## config.mk

```make
export PLATFORM = sky130hd
export DESIGN_NAME = vga_timing_gen
export DESIGN_NICKNAME = d
export VERILOG_FILES = /design/src/rtl/vga_timing_gen.sv
export SDC_FILE = /design/constraint.sdc
export NUM_CORES = 1
export LEC_CHECK = 0
export BUFFER_PORTS_ARGS = -buffer_cell sky130_fd_sc_hd__buf_2
export CELL_PAD_IN_SITES_DETAIL_PLACEMENT = 0
export CELL_PAD_IN_SITES_GLOBAL_PLACEMENT = 2
export CORE_ASPECT_RATIO = 0.8
export CORE_MARGIN = 2
export CORE_UTILIZATION = 35
export DETAILED_ROUTE_END_ITERATION = 6
export GPL_ROUTABILITY_DRIVEN = 0
export PLACE_DENSITY = 0.78
export RECOVER_POWER = 25
export REMOVE_ABC_BUFFERS = 1
export SLEW_MARGIN = 30
export SYNTH_ARGS = -nofsm -noshare
export SYNTH_HDL_FRONTEND = slang
export SYNTH_SLANG_ARGS = --single-unit
```

## constraint.sdc

```tcl
create_clock -name vga_clk -period 2.8 [get_ports vga_clk]
set_input_delay 0.28 -clock vga_clk [delete_from_list [all_inputs] [get_ports vga_clk]]
set_output_delay 0.28 -clock vga_clk [all_outputs]
set_load 0.01 [all_outputs]
```

## src/rtl/vga_timing_gen.sv

```systemverilog
// VGA raster timing generator: scan counters, display enable, delayed active-low syncs,
// line/frame strobes and a wrapping frame counter for animation.
module vga_timing_gen #(
  parameter int unsigned H_VISIBLE  = 640,
  parameter int unsigned H_FRONT    = 16,
  parameter int unsigned H_SYNC     = 96,
  parameter int unsigned H_BACK     = 48,
  parameter int unsigned V_VISIBLE  = 480,
  parameter int unsigned V_FRONT    = 10,
  parameter int unsigned V_SYNC     = 2,
  parameter int unsigned V_BACK     = 33,
  parameter int unsigned SYNC_DELAY = 1
) (
  input  logic       vga_clk,
  input  logic       reset_n,
  output logic [9:0] DrawX,
  output logic [9:0] DrawY,
  output logic       blank,
  output logic       hs,
  output logic       vs,
  output logic       line_end,
  output logic       frame_end,
  output logic [7:0] frame_count
);

  localparam int unsigned CW      = 10;
  localparam int unsigned CMPW    = 11;
  localparam int unsigned FCW     = 8;
  localparam int unsigned H_TOTAL = H_VISIBLE + H_FRONT + H_SYNC + H_BACK;
  localparam int unsigned V_TOTAL = V_VISIBLE + V_FRONT + V_SYNC + V_BACK;

  localparam logic [CW-1:0]   H_LAST   = CW'(H_TOTAL - 1);
  localparam logic [CW-1:0]   V_LAST   = CW'(V_TOTAL - 1);
  localparam logic [CMPW-1:0] H_VIS_C  = CMPW'(H_VISIBLE);
  localparam logic [CMPW-1:0] V_VIS_C  = CMPW'(V_VISIBLE);
  localparam logic [CMPW-1:0] HS_BEG_C = CMPW'(H_VISIBLE + H_FRONT);
  localparam logic [CMPW-1:0] HS_END_C = CMPW'(H_VISIBLE + H_FRONT + H_SYNC);
  localparam logic [CMPW-1:0] VS_BEG_C = CMPW'(V_VISIBLE + V_FRONT);
  localparam logic [CMPW-1:0] VS_END_C = CMPW'(V_VISIBLE + V_FRONT + V_SYNC);

  // Counters are 10 bits wide; reject geometries or delays they cannot represent.
  if (H_TOTAL > 1024) begin : g_bad_h_total
    $error("vga_timing_gen: H_TOTAL exceeds 1024");
  end
  if (V_TOTAL > 1024) begin : g_bad_v_total
    $error("vga_timing_gen: V_TOTAL exceeds 1024");
  end
  if (SYNC_DELAY > 4) begin : g_bad_sync_delay
    $error("vga_timing_gen: SYNC_DELAY exceeds 4");
  end

  logic [CW-1:0]   h_next;
  logic [CW-1:0]   v_next;
  logic [CMPW-1:0] h_cmp;
  logic [CMPW-1:0] v_cmp;
  logic            h_wrap;
  logic            blank_next;
  logic            hs_raw_next;
  logic            vs_raw_next;
  logic            line_end_next;
  logic            frame_end_next;
  logic            hs_raw;
  logic            vs_raw;

  // Next raster position and the flags belonging to it, so registered flags align with DrawX/DrawY.
  always_comb begin
    h_wrap         = 1'b0;
    h_next         = DrawX + CW'(1);
    v_next         = DrawY;
    if (DrawX == H_LAST) begin
      h_wrap = 1'b1;
      h_next = '0;
      v_next = (DrawY == V_LAST) ? '0 : DrawY + CW'(1);
    end
    h_cmp          = {1'b0, h_next};
    v_cmp          = {1'b0, v_next};
    blank_next     = (h_cmp < H_VIS_C) && (v_cmp < V_VIS_C);
    hs_raw_next    = !((h_cmp >= HS_BEG_C) && (h_cmp < HS_END_C));
    vs_raw_next    = !((v_cmp >= VS_BEG_C) && (v_cmp < VS_END_C));
    line_end_next  = (h_next == H_LAST);
    frame_end_next = (h_next == H_LAST) && (v_next == V_LAST);
  end

  always_ff @(posedge vga_clk or negedge reset_n) begin
    if (!reset_n) begin
      DrawX     <= '0;
      DrawY     <= '0;
      blank     <= 1'b1;
      hs_raw    <= 1'b1;
      vs_raw    <= 1'b1;
      line_end  <= 1'b0;
      frame_end <= 1'b0;
    end else begin
      DrawX     <= h_next;
      DrawY     <= v_next;
      blank     <= blank_next;
      hs_raw    <= hs_raw_next;
      vs_raw    <= vs_raw_next;
      line_end  <= line_end_next;
      frame_end <= frame_end_next;
    end
  end

  // Counts up on the edge that leaves the last pixel of the frame.
  always_ff @(posedge vga_clk or negedge reset_n) begin
    if (!reset_n) begin
      frame_count <= '0;
    end else if (frame_end) begin
      frame_count <= frame_count + FCW'(1);
    end
  end

  // Sync delay line matches renderer RGB latency; preset high so no false pulse follows reset.
  if (SYNC_DELAY == 0) begin : g_no_delay
    assign hs = hs_raw;
    assign vs = vs_raw;
  end else begin : g_delay
    logic [SYNC_DELAY-1:0] hs_pipe;
    logic [SYNC_DELAY-1:0] vs_pipe;

    always_ff @(posedge vga_clk or negedge reset_n) begin
      if (!reset_n) begin
        hs_pipe <= '1;
        vs_pipe <= '1;
      end else begin
        hs_pipe <= SYNC_DELAY'({hs_pipe, hs_raw});
        vs_pipe <= SYNC_DELAY'({vs_pipe, vs_raw});
      end
    end

    assign hs = hs_pipe[SYNC_DELAY-1];
    assign vs = vs_pipe[SYNC_DELAY-1];
  end

  logic unused_ok;
  assign unused_ok = h_wrap;

endmodule

```

==> reports/qor_table.md <==
| Item | Reported |
| --- | --- |
| Outcome | complete, but fails checks |
| Failing checks | max-capacitance violations, max-slew violations |
| Setup_tns | 0 ns |
| Maximum vdd ir drop | 0.231 mV |
| Warnings, synthesis | 0 |
| Remaining Overflow, GRT | 0 |
| Die Footprint | 6230 um^2 |
| Total routing resource utilization after global routing | 15.8% |
| Maximum number of pins on one net before global-route repair | 36 |
| Placeable core area | 5440 um^2 |
| R2R depth | 8 |
| Cell count after synthesis | 193 |
| Diode count | 0 |
| Cell type with the largest total area after synthesis | sky130_fd_sc_hd__dfrtp_1 |
| Commonest cells after routing, fill and taps aside | 33 x sky130_fd_sc_hd__buf_2, 30 x sky130_fd_sc_hd__dfrtp_1, 18 x sky130_fd_sc_hd__nand2_1 |
| Proportion of netlist area held by the largest area contributor | 38.2% |
| Initial core utilization | 36.1% |
| Number of slew-limit violations in the final report | 36 |
| Primary flip-flop cell chosen by synthesis mapping | sky130_fd_sc_hd__dfrtp_1 |
| Post-Layout Cell Count | 311 |
| Worst-case register-to-register setup slack | 0.30 ns |
| Clock buffer depth | 2 |
| DPL Wire Length | 3.21 mm |
| Highest cell delay on the worst timing path | 0.49 ns |
| Highest clock frequency the design can meet | 0.400 GHz |
| Hold Path Depth | 0 |
| Shortest period the worst path allows | 2.50 ns |
| Number of flops mapped to enable cells by yosys | 0 |
| Hold path start | hs_raw |
| Total CTS buffers | 5 |
| CTS hold repair buffers | 0 |
| Number of DRC violations after detailed-routing iteration 0 | 127 |
| Power per cell area | 418 nW/um^2 |
| Cell area after technology mapping | 1960 um^2 |
| RSZ-0062 raised after global routing | no |
| Number of cells upsized or downsized after cts | 0 |
| Deepest level of the CTS H-tree | 2 |
| Data required time of the critical path | 3.00 ns |
| DR vias/cell | 5.11 |
| X dimension of the die | 87.8 um |
| Total wirelength of the detailed-routed design | 4.60 mm |
| Data arrival time of the worst path | 2.70 ns |
| Worst-path maximum fanout | 9 |
| Number of distinct library cells after synthesis | 53 |
| Syn_area_per_cell | 10.2 um^2 |
| Number of instances in the placed design | 303 |
| Setup Crit Path Kind | reg -> reg |
| Global-route wire length before repair | 7.61 mm |
| Layout Area Growth over Synthesis | 18.7% |
| Length of the first detailed-routing pass in iterations | 4 |
| Buffers plus inverters on the worst setup path | 1 |
| Portion of the post-synthesis area used by sequential elements | 44.9% |
| Reg-to-Reg End | frame_end |
| Buffers on Ports | 34 |
| Share of final-layout standard cells stronger than drive strength 1 | 28.3% |
| Final routed wire length divided by cell count | 14.8 um |
| Max-capacitance violation count | 1 |
| Clock edge transition at the registers on the reported setup and hold paths | 0.08 ns |
| Residual DRC | 0 |
| Number of buffers inserted by post-CTS setup repair | 0 |
| Std-Cell Rows | 24 |
| Flip-flop and latch count after synthesis | 35 |
| Clock Skews | 0.00487 ns |
| Tightest Pin Transition | 1.87 ns |
| Highest-delay cell along the critical path | sky130_fd_sc_hd__or4_4 |
| Cell class contributing the biggest share of worst-path delay | simple AND/OR/NAND/NOR gates |
| Cell chain of the critical path | inv_1 -> ha_1 -> or4b_4 -> nor4_4 -> o22a_1 -> nor2_1 -> or4_4 -> nor4b_4 |
| Final worst-path cycle share | 89.3% |
| Max transition margin | -24.8% |
| Io pins | 35 |
| Die Span Y | 71.0 um |
| Startpoint type of the worst setup path | flip-flop |
| Type of the most critical hold path | reg -> reg |
| Clock root buffer master | sky130_fd_sc_hd__clkbuf_8 |
| Vias post-DR | 1588 |
| Clock latency on the worst-skew pair | 0.29 ns |
| Top area cells in the synthesized netlist | sky130_fd_sc_hd__dfrtp_1 38%, sky130_fd_sc_hd__dfstp_2 6.7%, sky130_fd_sc_hd__xnor2_1 4.9%, sky130_fd_sc_hd__nand2_1 3.4%, sky130_fd_sc_hd__ha_1 3.2% |
| Most common cell after layout, fill and taps aside | sky130_fd_sc_hd__buf_2 |
| Post-layout net count | 239 |
| Remaining antenna violation count after routing | 0 |
| Final count of hold timing violations | 0 |
| Leak Pwr | 1.04 nW |
| Launch instance of the worst register-to-register path | DrawY[0] |
| Number of antenna violations at the first check in global routing | 0 |
| Worst Hold End | hs |
| Clock Sinks | 35 |
| Vias in the first global route | 1517 |
| Fraction of registers with async set/reset | 100% |
| Type of element capturing the critical path | flip-flop |
| Final count of negative-setup-slack endpoints | 0 |
| Clock tree from TritonCTS | built |
worst reg2reg max path, stage by stage (launching register included):
cell	delay, ns
sky130_fd_sc_hd__dfrtp_1	0.48
sky130_fd_sc_hd__inv_1	0.10
sky130_fd_sc_hd__ha_1	0.16
sky130_fd_sc_hd__or4b_4	0.47
sky130_fd_sc_hd__nor4_4	0.25
sky130_fd_sc_hd__o22a_1	0.21
sky130_fd_sc_hd__nor2_1	0.04
sky130_fd_sc_hd__or4_4	0.49
sky130_fd_sc_hd__nor4b_4	0.21
state kept, by name (all words and copies together) (netlist names):
signal,cells
vs,1
hs_raw,1
hs,1
DrawX,10
DrawY,10
frame_count,8
frame_end,1
line_end,1
vs_raw,1
blank,1
cells by family after synthesis:
logic type                 synth area share (%)
DFF                                        44.9
buffers and inverters                      5.35
and+or+nand+nor                            25.9
AOI/OAI and AO/OA                          11.6
adders and majority gates                  3.18
xor gates and xnor gates                   8.03
muxes                                      1.08
synth_stat cells (all sizes together), types with 2 or more instances:
library cell / count
dfrtp: 30
nand2: 18
nand3: 12
nor2: 11
xnor2: 11
nand4: 10
o21ai: 10
a21oi: 7
inv: 7
xor2: 7
clkbuf: 6
nor3: 6
buf: 5
dfstp: 5
ha: 5
and3: 3
nand4b: 3
a22o: 2
and4: 2
nand3b: 2
nor4: 2
nor4b: 2
o21a: 2
o22ai: 2
or4: 2
per-stage QoR:
stage / area (um^2) / setup WS, ns / hold slack (ns) / power (W) / util [%]
floorplan: 1890 / 0.0802 / -0.0156 / 0.000515 / -
global placement: 2220 / 0.388 / 0.347 / 0.000526 / 40.9
detailed placement: 2220 / 0.314 / 0.347 / 0.000526 / 40.9
CTS: 2330 / 0.309 / 0.0990 / 0.000993 / 42.9
global route: 2330 / 0.104 / 0.364 / 0.00101 / 42.9
finish: 2330 / 0.301 / 0.357 / 0.000975 / 42.9
final cells by class:
cell class / count / area (um^2)
clock buffer: 5 / 68.8
clock inverter: 3 / 43.8
fill: 538 / 3100
inverter: 7 / 26.3
multi-input combinational: 140 / 977
sequential: 35 / 882
tap: 78 / 97.6
timing repair buffer: 43 / 236
worst max-delay path by stage:
stage	startpoint	depth (start not counted)	slack, ns	endpoint
floorplan	DrawX[0]	7	0.08	frame_end
global placement	DrawX[0]	7	0.39	frame_end
detailed placement	DrawX[0]	7	0.31	frame_end
CTS	DrawX[0]	7	0.31	frame_end
global route	DrawX[0]	7	0.10	frame_end
finish	DrawY[0]	8	0.30	frame_end
where the power goes:
| group | leakage (nW) | internal, W | switching, W | total, W |
|---|---|---|---|---|
| Clock | 0.0581 | 0.000265 | 0.000195 | 0.000460 |
| Sequential | 0.457 | 0.000506 | 0 | 0.000506 |
| Combinational | 0.522 | 0.000000231 | 0.00000949 | 0.00000972 |
| Total | 1.04 | 0.000771 | 0.000204 | 0.000975 |
metal layers:
metal	global-route usage, %	up-vias	share of wire (%)
met2	21.0	46	43
met4	6.50	0	1.5
met1	24.3	758	51
met5	0	-	0
li1	-	777	-
met3	3.62	7	4.8
Note: power is estimated with default switching activity, not from simulation.
